`config.mk`:
```
export PLATFORM = sky130hd
export DESIGN_NAME = fifo_rd_ctrl
export DESIGN_NICKNAME = d
export VERILOG_FILES = /design/src/rtl/fifo_pkg.sv /design/src/rtl/fifo_rd_out_reg.sv /design/src/rtl/fifo_rd_ctrl.sv
export SDC_FILE = /design/constraint.sdc
export NUM_CORES = 1
export LEC_CHECK = 0
export ABC_AREA = 1
export BUFFER_PORTS_ARGS = -buffer_cell sky130_fd_sc_hd__buf_4
export CAP_MARGIN = 20
export CELL_PAD_IN_SITES_DETAIL_PLACEMENT = 0
export CELL_PAD_IN_SITES_GLOBAL_PLACEMENT = 1
export CORE_UTILIZATION = 36
export DETAILED_ROUTE_END_ITERATION = 10
export GPL_ROUTABILITY_DRIVEN = 0
export GPL_TIMING_DRIVEN = 0
export PLACE_DENSITY = 0.82
export SLEW_MARGIN = 20
export SYNTH_ARGS = -nofsm -noshare
export SYNTH_HDL_FRONTEND = slang
export SYNTH_HIERARCHICAL = 1
export SYNTH_SLANG_ARGS = --single-unit
export TNS_END_PERCENT = 20
```
`constraint.sdc`:
```
create_clock -name rclk -period 4.2 [get_ports rclk]
set_clock_uncertainty 0.1 [all_clocks]
set_input_delay 0.42 -clock rclk [delete_from_list [all_inputs] [get_ports rclk]]
set_output_delay 0.42 -clock rclk [all_outputs]
set_load 0.02 [all_outputs]
```
`src/rtl/fifo_pkg.sv`:
```
// Shared FIFO definitions: pointer code conversions and default geometry.
// Used by both the read-side and write-side pointer controllers.
package fifo_pkg;

   localparam int FIFO_ADDR_WIDTH = 6;
   localparam int FIFO_DATA_WIDTH = 8;

   // Conversions work on the widest supported pointer; callers size-cast in
   // and out. Zero-extended upper bits do not disturb the low-order result.
   localparam int FIFO_CODE_WIDTH = 32;

   typedef logic [FIFO_CODE_WIDTH-1:0] fifo_code_t;

   function automatic fifo_code_t bin2gray(input fifo_code_t b);
      return b ^ (b >> 1);
   endfunction

   function automatic fifo_code_t gray2bin(input fifo_code_t g);
      fifo_code_t b;
      b[FIFO_CODE_WIDTH-1] = g[FIFO_CODE_WIDTH-1];
      for (int i = FIFO_CODE_WIDTH - 2; i >= 0; i--) begin
         b[i] = b[i+1] ^ g[i];
      end
      return b;
   endfunction

endpackage

```
`src/rtl/fifo_rd_out_reg.sv`:
```
// Registered valid/ready output stage for the FIFO read side.
// can_load tells the pointer logic when a new word may be popped into it.
module fifo_rd_out_reg #(
   parameter int DATA_WIDTH = 8
) (
   input  logic                  rclk,
   input  logic                  rrst,
   input  logic                  load,
   input  logic [DATA_WIDTH-1:0] rdata,
   output logic [DATA_WIDTH-1:0] dout,
   output logic                  dout_valid,
   input  logic                  dout_ready,
   output logic                  can_load
);

   logic [DATA_WIDTH-1:0] dout_reg;
   logic                  valid_reg;

   // Empty slot, or the held word leaves this cycle: either way room exists.
   assign can_load = !valid_reg || dout_ready;

   always_ff @(posedge rclk) begin
      if (rrst) begin
         dout_reg  <= '0;
         valid_reg <= 1'b0;
      end else if (load) begin
         dout_reg  <= rdata;
         valid_reg <= 1'b1;
      end else if (valid_reg && dout_ready) begin
         valid_reg <= 1'b0;
      end
   end

   assign dout       = dout_reg;
   assign dout_valid = valid_reg;

endmodule

```
`src/rtl/fifo_rd_ctrl.sv`:
```
// Read-domain pointer/empty controller for the async FIFO.
// Optional FIFO_RD_ALMOST_EMPTY_EN adds a registered almost_empty flag.
module fifo_rd_ctrl
   import fifo_pkg::*;
#(
   parameter int DATA_WIDTH = FIFO_DATA_WIDTH,
   parameter int ADDR_WIDTH = FIFO_ADDR_WIDTH,
   parameter int AE_THRESH  = 4
) (
   input  logic                  rclk,
   input  logic                  rrst,
   input  logic [ADDR_WIDTH:0]   g_wptr_sync,
   input  logic [DATA_WIDTH-1:0] rdata,
   output logic [ADDR_WIDTH:0]   b_rptr,
   output logic [ADDR_WIDTH:0]   g_rptr,
   output logic                  r_en,
   output logic                  empty,
   output logic [DATA_WIDTH-1:0] dout,
   output logic                  dout_valid,
   input  logic                  dout_ready,
   output logic                  almost_empty
);

   localparam int PTR_W = ADDR_WIDTH + 1;

   logic [PTR_W-1:0] b_rptr_reg;
   logic [PTR_W-1:0] g_rptr_reg;
   logic [PTR_W-1:0] b_rptr_next;
   logic [PTR_W-1:0] g_rptr_next;
   logic             empty_reg;
   logic             can_load;
   logic             pop;

   // Gating on registered empty is what makes over-reading impossible.
   assign pop         = !rrst && !empty_reg && can_load;
   assign b_rptr_next = b_rptr_reg + {{(PTR_W-1){1'b0}}, pop};
   assign g_rptr_next = PTR_W'(bin2gray(FIFO_CODE_WIDTH'(b_rptr_next)));

   always_ff @(posedge rclk) begin
      if (rrst) begin
         b_rptr_reg <= '0;
         g_rptr_reg <= '0;
         empty_reg  <= 1'b1;
      end else begin
         b_rptr_reg <= b_rptr_next;
         g_rptr_reg <= g_rptr_next;
         empty_reg  <= (g_rptr_next == g_wptr_sync);
      end
   end

   fifo_rd_out_reg #(
      .DATA_WIDTH (DATA_WIDTH)
   ) u_out_reg (
      .rclk       (rclk),
      .rrst       (rrst),
      .load       (pop),
      .rdata      (rdata),
      .dout       (dout),
      .dout_valid (dout_valid),
      .dout_ready (dout_ready),
      .can_load   (can_load)
   );

`ifdef FIFO_RD_ALMOST_EMPTY_EN
   localparam logic [PTR_W-1:0] AE_LEVEL = PTR_W'(AE_THRESH);

   logic [PTR_W-1:0] wptr_bin;
   logic [PTR_W-1:0] level;
   logic             almost_empty_reg;

   // Level counts words still in memory; the word parked in dout is excluded.
   assign wptr_bin = PTR_W'(gray2bin(FIFO_CODE_WIDTH'(g_wptr_sync)));
   assign level    = wptr_bin - b_rptr_next;

   always_ff @(posedge rclk) begin
      if (rrst) begin
         almost_empty_reg <= 1'b1;
      end else begin
         almost_empty_reg <= (level <= AE_LEVEL);
      end
   end

   assign almost_empty = almost_empty_reg;
`else
   assign almost_empty = 1'b0;
`endif

   assign b_rptr = b_rptr_reg;
   assign g_rptr = g_rptr_reg;
   assign empty  = empty_reg;
   assign r_en   = pop;

endmodule

```
==> flow_summary.yaml, run 1 <==
outcome:
  status: "finished, final reports clean"
grt:
  grt_pass1_vias: 1077
  grtUsageMet1: 0.2261
  met2_usage: 0.2622
  grt_pass1_wl_mm: 4.588
  track_usage: 0.1687
  grt_max_degree: 14
  top_usage_layer: "met2"
  use_met3: 0.03030
  grt_overflow: 0
  antenna_found_initial: 0
critical_path:
  crit_chain: "nand2_1, nand2_1, nor2_1, ha_1, nand2_1, nor2_1, nand3_1, nand2_1, nand3_1, nand3_2, nand2_1, nor2_1, nand2_1, nand2_1"
  cp.arrival_ns: 2.83
  crit_slowest_cell: "nor2_1"
  cp_top_family: "simple AND/OR/NAND/NOR gates"
  crit_type: "reg -> reg"
  startpoint_type: "flip-flop"
  cp.required_ns: 4.36
  critPathBufInv: 0
  cpMostUsedCell: "nand2_1"
  critPathMaxFanout: 12
  cpPeakStageDelay_ns: 0.57
  end_kind: "flip-flop"
cells_and_area:
  largest_reg_flops: 8
  diodes: 0
  final_core_util: 0.5184
  syn_to_final_growth_pct: 32.52
  layout-drive-gt1-share: 0.3105
  fin_nets: 240
timing:
  setup_viol: 0
  rsz0062_at_grt: "false"
  slew_viol_final: 0
  hold_viol: 0
  slew_headroom: 0.4978
  fin_setup_tns_ns: 0
  max_freq_ghz: 0.3751
  fin_crit_sh: 0.6347
  post-route-min-period_ns: 2.666
  worst_pin_slew_ns: 0.7505
  layout_setup_ws_ns: 1.534
cts:
  cts_tree: "built"
  clock_path_buffers: 2
  cts_resized: 0
  htree_levels: 1
  cts.sinks: 23
  postCtsSetupRepairBufs: 0
  ctsRootBufferMaster: "clkbuf_4"
  path_clk_slew_ns: 0.13
  cts_inserted_buffers: 3
  postCtsHoldBufs: 0
  clk-insertion-delay-late_ns: 0.31
placement:
  portBuffers: 42
  pre_cts_slack_ns: 1.339
  hpwl_mm: 2.246
power:
  intPower_uw: 298.2
  leakage_nw: 0.8829
  clock_power_share: 0.250
  switching_power_uw: 116.1
  ir_worst_vdd_mv: 0.1302
  seqPwrFrac: 0.560
  swShare: 0.2802
  pwr-share-comb: 0.190
  power_density_mw_per_mm2: 255.5
floorplan:
  fp-row-count: 20
  die_area_mm2: 0.003636
  core_area_mm2: 0.003128
  initial_core_util: 0.3912
  fp.dieH_um: 60.30
  die_w_um: 60.30
  io_pins: 44
yosys:
  synthCells: 173
  async_flop_share: 0
  syn_area_mm2: 0.001224
  synth_fp_nets: 193
  synthTopCellsByCount: "nand2_1, nor2_1, dfxtp_1"
  yosys_warnings: 6
  synth_largest_area_cell: "dfxtp_1"
  synth_top_area_share: 0.3763
  yosysUniqueCellTypes: 22
  yosysMostFrequentCell: "nand2_1"
  ys_seq_area_frac: 0.3763
  synth-main-ff-cell: "dfxtp_1"
  ys_seq_elements: 23
  yosys-top-cells-area: "dfxtp_1, nand2_1, nor2_1"
  synth-edff-count: 0
  syn_avg_cell_area_um2: 7.073
routing:
  avgRoutedWirePerCell_um: 10.57
  vias: 1218
  routed_via_density: 4.631
  routed_wl_mm: 2.781
  drt_iter0_drc: 68
  firstDrtPassIters: 4
  drtAntennaViolNets: 0
  drc_errors: 0
min_path:
  hp-class: "in -> reg"
job:
  max-cap-violations: 0
## final timing paths
| kind | start | cells after the start | slack, ns | endpoint |
|---|---|---|---|---|
| setup / recovery | u_out_reg/dout_valid | 14 | 1.53 | empty |
| hold / removal | rrst | 2 | 0.21 | u_out_reg/dout_valid |
| setup reg to reg | u_out_reg/dout_valid | 14 | 1.53 | empty |
| hold reg to reg | u_out_reg/dout_valid | 2 | 0.41 | u_out_reg/dout_valid |
## layer usage
metal | vias up | routed length [um]
met2 | 24 | 1330
met5 | - | 0
li1 | 637 | -
met1 | 551 | 1299
met3 | 6 | 102
met4 | 0 | 47
## worst register-to-register path, delay by kind of cell (launching register included)
kind	cells	cell delay [ns]
and+or+nand+nor	13	1.78
adders and majority gates	1	0.42
DFF	1	0.33
## logic make-up (layout without fill, tap and decap cells)
logic type / after synthesis / in the layout / synth area share
other: 1 / 1 / 0.003065
buffers and inverters: 25 / 71 / 0.08589
flip-flops: 23 / 23 / 0.3763
AND/OR/NAND/NOR: 103 / 103 / 0.4223
adder cells (fa/ha/maj): 2 / 2 / 0.02045
AO/OA/AOI/OAI: 19 / 19 / 0.09203
## through the flow
step / hold slack [ns] / power (mW) / instances / instance area (um2)
2_1_floorplan: 0.3824 / 0.2797 / 173 / 1224
4_1_cts: 0.1946 / 0.4213 / 263 / 1622
5_1_grt: 0.1797 / 0.4405 / 263 / 1622
3_5_place_dp: 0.3889 / 0.3161 / 259 / 1594
3_3_place_gp: 0.3793 / 0.3145 / 259 / 1594
6_report: 0.2143 / 0.4143 / 263 / 1622
## final cells by class
cell class | instances | area, um2
Fill cell | 323 | 1506
Clock inverter | 1 | 5.005
Clock buffer | 3 | 22.52
Timing Repair Buffer | 42 | 315.3
Sequential cell | 23 | 460.4
Tap cell | 44 | 55.05
Buffer | 4 | 26.28
Inverter | 21 | 78.83
Multi-Input combinational cell | 125 | 658.1
## power groups by stage
| stage | combinational (mW) | sequential, mW | clock, mW |
|---|---|---|---|
| floorplan | 0.0315 | 0.248 | 0 |
| finish | 0.0789 | 0.232 | 0.104 |
| detailed placement | 0.0793 | 0.237 | 0 |
| global placement | 0.0781 | 0.236 | 0 |
| global route | 0.0871 | 0.234 | 0.120 |
| CTS | 0.0796 | 0.232 | 0.110 |
## placed cells by master (no fill, tap or decap), types with 5 or more instances in the layout
master    n
a21oi_1   7
o21ai_0   9
inv_1    19
nand2_2   5
nand3_1  19
buf_4    45
nand2_1  35
nor2_1   29
dfxtp_1  23
nand2_4   6
(Power assumes the default switching activity.)
==> run 2: changes to the inputs <==
- ABC_AREA: 1 -> 0
- CORE_UTILIZATION: 36 -> 34
- PLACE_DENSITY: 0.82 -> 0.76
- clock period: 4.2 -> 2.5 ns (I/O delays scaled with it)
==> flow_summary.yaml, run 2 <==
outcome:
  status: "finished, final reports clean"
cts:
  clock_path_buffers: 2
  postCtsHoldBufs: 0
  path_clk_slew_ns: 0.13
  htree_levels: 1
  cts_tree: "built"
  ctsRootBufferMaster: "clkbuf_4"
  cts.sinks: 23
  cts_inserted_buffers: 3
  clk-insertion-delay-late_ns: 0.31
timing:
  max_freq_ghz: 0.4402
  setup_viol: 0
  post-route-min-period_ns: 2.271
  fin_setup_tns_ns: 0
  whs_ns: 0.05177
  rsz0062_at_grt: "false"
  fin_crit_sh: 0.9086
  slew_viol_final: 0
  hold_viol: 0
critical_path:
  rr_endpoint: "g_rptr[4]"
  crit_slowest_cell: "or3_4"
  cp.arrival_ns: 2.36
  cp.required_ns: 2.59
  startpoint_type: "flip-flop"
  cp_top_family: "simple AND/OR/NAND/NOR gates"
  cpPeakStageDelay_ns: 0.40
  timing.rr.start: "u_out_reg/dout_valid"
  r2r_setup_slack_ns: 0.23
  crit_chain: "nand2b_1, nor3b_2, ha_2, nand3_2, or3_4, and2_1, xnor2_1, nor2_1"
  crit_type: "reg -> reg"
  end_kind: "flip-flop"
  critPathMaxFanout: 6
  reg2reg_depth: 8
  critPathBufInv: 0
power:
  intPower_uw: 505.0
  seqPwrFrac: 0.569
  clock_power_share: 0.253
  leakage_nw: 0.6909
  switching_power_uw: 174.7
  ir_worst_vdd_mv: 0.1368
  power_density_mw_per_mm2: 459.2
  pwr-share-comb: 0.178
  swShare: 0.2570
yosys:
  yosys-top-cells-area: "dfxtp_1, mux2i_1, xnor2_1"
  yosysMostFrequentCell: "dfxtp_1"
  synth_fp_nets: 126
  synth_top_area_share: 0.4279
  yosys_warnings: 6
  synth_largest_area_cell: "dfxtp_1"
  synth-main-ff-cell: "dfxtp_1"
  synthCells: 106
  ys_seq_elements: 23
  async_flop_share: 0
  yosysUniqueCellTypes: 32
  ys_seq_area_frac: 0.4279
  synth-edff-count: 0
  syn_avg_cell_area_um2: 10.15
  synthTopCellsByCount: "dfxtp_1, nor2_1, xnor2_1"
  syn_area_mm2: 0.001076
cells_and_area:
  final_cell_mix: "buf_4, dfxtp_1, nor2_1"
  final_core_util: 0.4888
  final_common_cell: "buf_4"
  diodes: 0
  layout-drive-gt1-share: 0.3684
  syn_to_final_growth_pct: 37.56
  fin_nets: 173
  largest_reg_flops: 8
routing:
  routed_wl_mm: 2.090
  vias: 849
  drc_errors: 0
  firstDrtPassIters: 4
  routed_via_density: 4.332
  avgRoutedWirePerCell_um: 10.66
  drtAntennaViolNets: 0
  drt_iter0_drc: 21
floorplan:
  fp.dieH_um: 58.26
  die_w_um: 58.26
  core_area_mm2: 0.003028
  initial_core_util: 0.3554
  die_area_mm2: 0.003394
  fp-row-count: 20
  io_pins: 44
min_path:
  hold_path_depth: 2
  hold_end: "b_rptr[0]"
  hp-class: "in -> reg"
  min_from: "rrst"
grt:
  grt_pass1_wl_mm: 3.394
  track_usage: 0.1321
  grt_pass1_vias: 779
  grt_max_degree: 13
  antenna_found_initial: 0
  grt_overflow: 0
placement:
  hpwl_mm: 1.616
  portBuffers: 42
job:
  max-cap-violations: 0
## run 2: cell types whose count changed after synthesis, sizes merged, moves of 9 or more
cell	previous run	this run
inv	21	1
mux2i	0	9
nand2	46	3
nand3	21	2
nor2	31	20
xnor2	0	10
## run 2: what timing repair did
| item | in CTS | in global routing |
|---|---|---|
| buffers inserted | 0 | 0 |
| endpoints found under the setup margin | 0 | 1 |
| gates resized for setup | 0 | 1 |
## run 2: cell families (layout without fill, tap and decap cells)
kind of cell	Yosys count	count (layout)	share of synthesized area
XOR/XNOR	20	20	0.1884
AO/OA/AOI/OAI	8	8	0.05349
flip-flops	23	23	0.4279
other	1	1	0.003485
buffers and inverters	7	53	0.04068
multiplexers	9	9	0.08372
adder cells (fa/ha/maj)	2	2	0.02325
AND/OR/NAND/NOR	36	36	0.1791
## run 2: final cells by class
type	instances	area (um2)
Fill cell	296	1548
Buffer	6	40.04
Sequential cell	23	460.4
Clock buffer	4	26.28
Timing Repair Buffer	42	315.3
Inverter	1	3.754
Multi-Input combinational cell	76	579.3
Tap cell	44	55.05
## run 2: through the flow
step | std cells | power (mW) | setup slack (ns) | instance area (um2)
final | 196 | 0.6797 | 0.2285 | 1480
after global routing | 196 | 0.7198 | 0.03562 | 1480
after CTS | 196 | 0.6906 | 0.1780 | 1478
after detailed placement | 192 | 0.5176 | 0.1470 | 1451
after global placement | 192 | 0.5161 | 0.1560 | 1451
after floorplan | 106 | 0.4639 | 0.08190 | 1081
## run 2: power groups by stage
| stage | Combinational (mW) | Clock (mW) | Sequential, mW |
|---|---|---|---|
| global route | 0.132 | 0.199 | 0.389 |
| global placement | 0.121 | 0 | 0.395 |
| CTS | 0.123 | 0.181 | 0.387 |
| floorplan | 0.0527 | 0 | 0.411 |
| finish | 0.121 | 0.172 | 0.387 |
| detailed placement | 0.122 | 0 | 0.395 |
## run 2: how the worst max path moves through the flow
stage | start | slack, ns | end | depth (start not counted)
after floorplan | u_out_reg/dout_valid | 0.08 | g_rptr[4] | 8
after global placement | dout_ready | 0.16 | g_rptr[4] | 9
after detailed placement | dout_ready | 0.15 | g_rptr[4] | 9
after CTS | u_out_reg/dout_valid | 0.18 | g_rptr[4] | 8
after global routing | u_out_reg/dout_valid | 0.04 | empty | 8
final | u_out_reg/dout_valid | 0.23 | g_rptr[4] | 8
## run 2: layer usage
layer | track usage | up-vias | wire, um
li1 | - | 439 | -
met1 | 0.1692 | 370 | 964
met2 | 0.2151 | 38 | 936
met3 | 0.03125 | 2 | 181
met4 | 0.05102 | 0 | 8
met5 | 0 | - | 0
## run 2: worst reg2reg max path, delay by kind of cell (launching register included)
kind	cells	cell delay (ns)
AND/OR/NAND/NOR	6	1.22
adder cells (fa/ha/maj)	1	0.34
flip-flops	1	0.33
XOR/XNOR	1	0.16
==> run 3: changes to the inputs <==
- HOLD_SLACK_MARGIN: not set -> 0.05
- clock period: 2.5 -> 2.3 ns (I/O delays scaled with it)
==> flow_summary.yaml, run 3 (synthesis gave the netlist of run 2 again) <==
power:
  power_density_mw_per_mm2: 481.1
  leakage_nw: 0.7270
  p_total_uw: 760.3
  ir_worst_vdd_mv: 0.2213
placement:
  placed_cells: 192
  hpwl_mm: 1.665
  portBuffers: 42
  pre_cts_slack_ns: 0.06615
routing:
  met2_length_mm: 1.063
  drc_errors: 0
  wl_met3_um: 79
  routed_wl_mm: 2.280
  firstDrtPassIters: 4
  drtAntennaViolNets: 0
  routed.top_layer: "met4"
  wl_met1_mm: 1.096
  drt_iter0_drc: 23
  avgRoutedWirePerCell_um: 11.18
  vias: 875
  routed_via_density: 4.289
timing:
  hold_viol: 0
  max_freq_ghz: 0.4565
  layout_setup_ws_ns: 0.1094
  post-route-min-period_ns: 2.191
  setup_viol: 0
  fin_crit_sh: 0.9524
  slew_viol_final: 0
  rsz0062_at_grt: "true"
critical_path:
  crit_type: "reg -> reg"
  r2r_setup_slack_ns: 0.11
  reg2reg_depth: 8
  startpoint_type: "flip-flop"
  cp.required_ns: 2.43
  rr_endpoint: "empty"
  end_kind: "flip-flop"
  cp.arrival_ns: 2.32
  timing.rr.start: "u_out_reg/dout_valid"
  critPathMaxFanout: 6
cells_and_area:
  syn_to_final_growth_pct: 46.86
  layout-drive-gt1-share: 0.3625
  fin_nets: 181
  final_cell_mix: "buf_4, dfxtp_1, nor2_1"
  diodes: 0
  stdcell_count: 204
  largest_reg_flops: 8
  final_common_cell: "buf_4"
cts:
  path_clk_slew_ns: 0.13
  cts_tree: "built"
  postCtsSetupRepairBufs: 0
  cts_inserted_buffers: 3
  clk-insertion-delay-late_ns: 0.31
  ctsRootBufferMaster: "clkbuf_4"
  htree_levels: 1
  cts.sinks: 23
  clock_path_buffers: 2
grt:
  grt_overflow: 0
  track_usage: 0.1507
  antenna_found_initial: 0
  grt_pass1_vias: 849
  grt_pass1_wl_mm: 3.829
  grt_max_degree: 14
outcome:
  status: "finished, final reports clean"
min_path:
  hold_end: "u_out_reg/dout[3]"
  hold_path_depth: 3
  min_from: "rdata[3]"
  hp-class: "in -> reg"
job:
  max-cap-violations: 0
floorplan:
  io_pins: 44
  fp.dieH_um: 58.26
  core_area_mm2: 0.003028
  fp-row-count: 20
  die_w_um: 58.26
  die_area_mm2: 0.003394
  initial_core_util: 0.3554
[run 3: changes by cell type in the layout (fill, tap and decap cells not counted)]
cell	previous run	this run
clkbuf_1	2	1
dlygate4sd3_1	0	8
clkinv_2	0	1
ha_1	1	0
ha_4	0	1
nor3b_2	1	0
nor3b_4	0	1
[run 3: routing by layer]
metal / global-route usage / vias up
met5: 0 / -
met4: 0.08163 / 0
met3: 0.02232 / 4
met2: 0.2430 / 21
met1: 0.1936 / 397
li1: - / 453
[run 3: critical path: stages, from the launching register on]
cell and delay, ns:
dfxtp_1 0.34, nand2b_1 0.09, nor3b_4 0.32, ha_2 0.31, nand2_2 0.11, nor3_4 0.26, xnor3_1 0.26, mux2i_1 0.14
a41o_1 0.18
[run 3: area by class of cell]
class                      count  area [um2]
buffer                         6       40.04
clock inverter                 1       5.005
fill                         297        1448
timing repair buffer          50       395.4
multi-input combinational     76       598.1
clock buffer                   3       22.52
sequential                    23       460.4
inverter                       1       3.754
tap                           44       55.05
[run 3: timing repair]
item / in CTS / in global routing
endpoints found under the hold margin: 9 / 0
hold buffers: 8 / 0
endpoints found under the setup margin: 0 / 3
resized for setup: 0 / 2
[run 3: power breakdown]
part           total (mW)  internal [mW]  switching (mW)
clock               0.191         0.0650           0.126
sequential          0.422          0.413         0.00946
combinational       0.147         0.0792          0.0679
total               0.760          0.557           0.203
[run 3: worst max-delay path by stage]
stage | from | to | slack, ns
5_1_grt | u_out_reg/dout_valid | empty | -0.01
2_1_floorplan | u_out_reg/dout_valid | g_rptr[4] | 0.02
4_1_cts | u_out_reg/dout_valid | g_rptr[4] | 0.08
3_3_place_gp | dout_ready | g_rptr[4] | 0.11
6_report | u_out_reg/dout_valid | empty | 0.11
3_5_place_dp | dout_ready | g_rptr[4] | 0.07
[run 3: metrics by stage]
step | setup TNS (ns) | hold WS, ns | utilization | instance area [um2]
floorplan | 0 | 0.2016 | - | 1090
global placement | 0 | 0.3668 | 0.4822 | 1460
detailed placement | 0 | 0.3729 | 0.4822 | 1460
CTS | 0 | 0.05611 | 0.5178 | 1568
global route | -0.01406 | 0.06812 | 0.5219 | 1580
finish | 0 | 0.06496 | 0.5219 | 1580
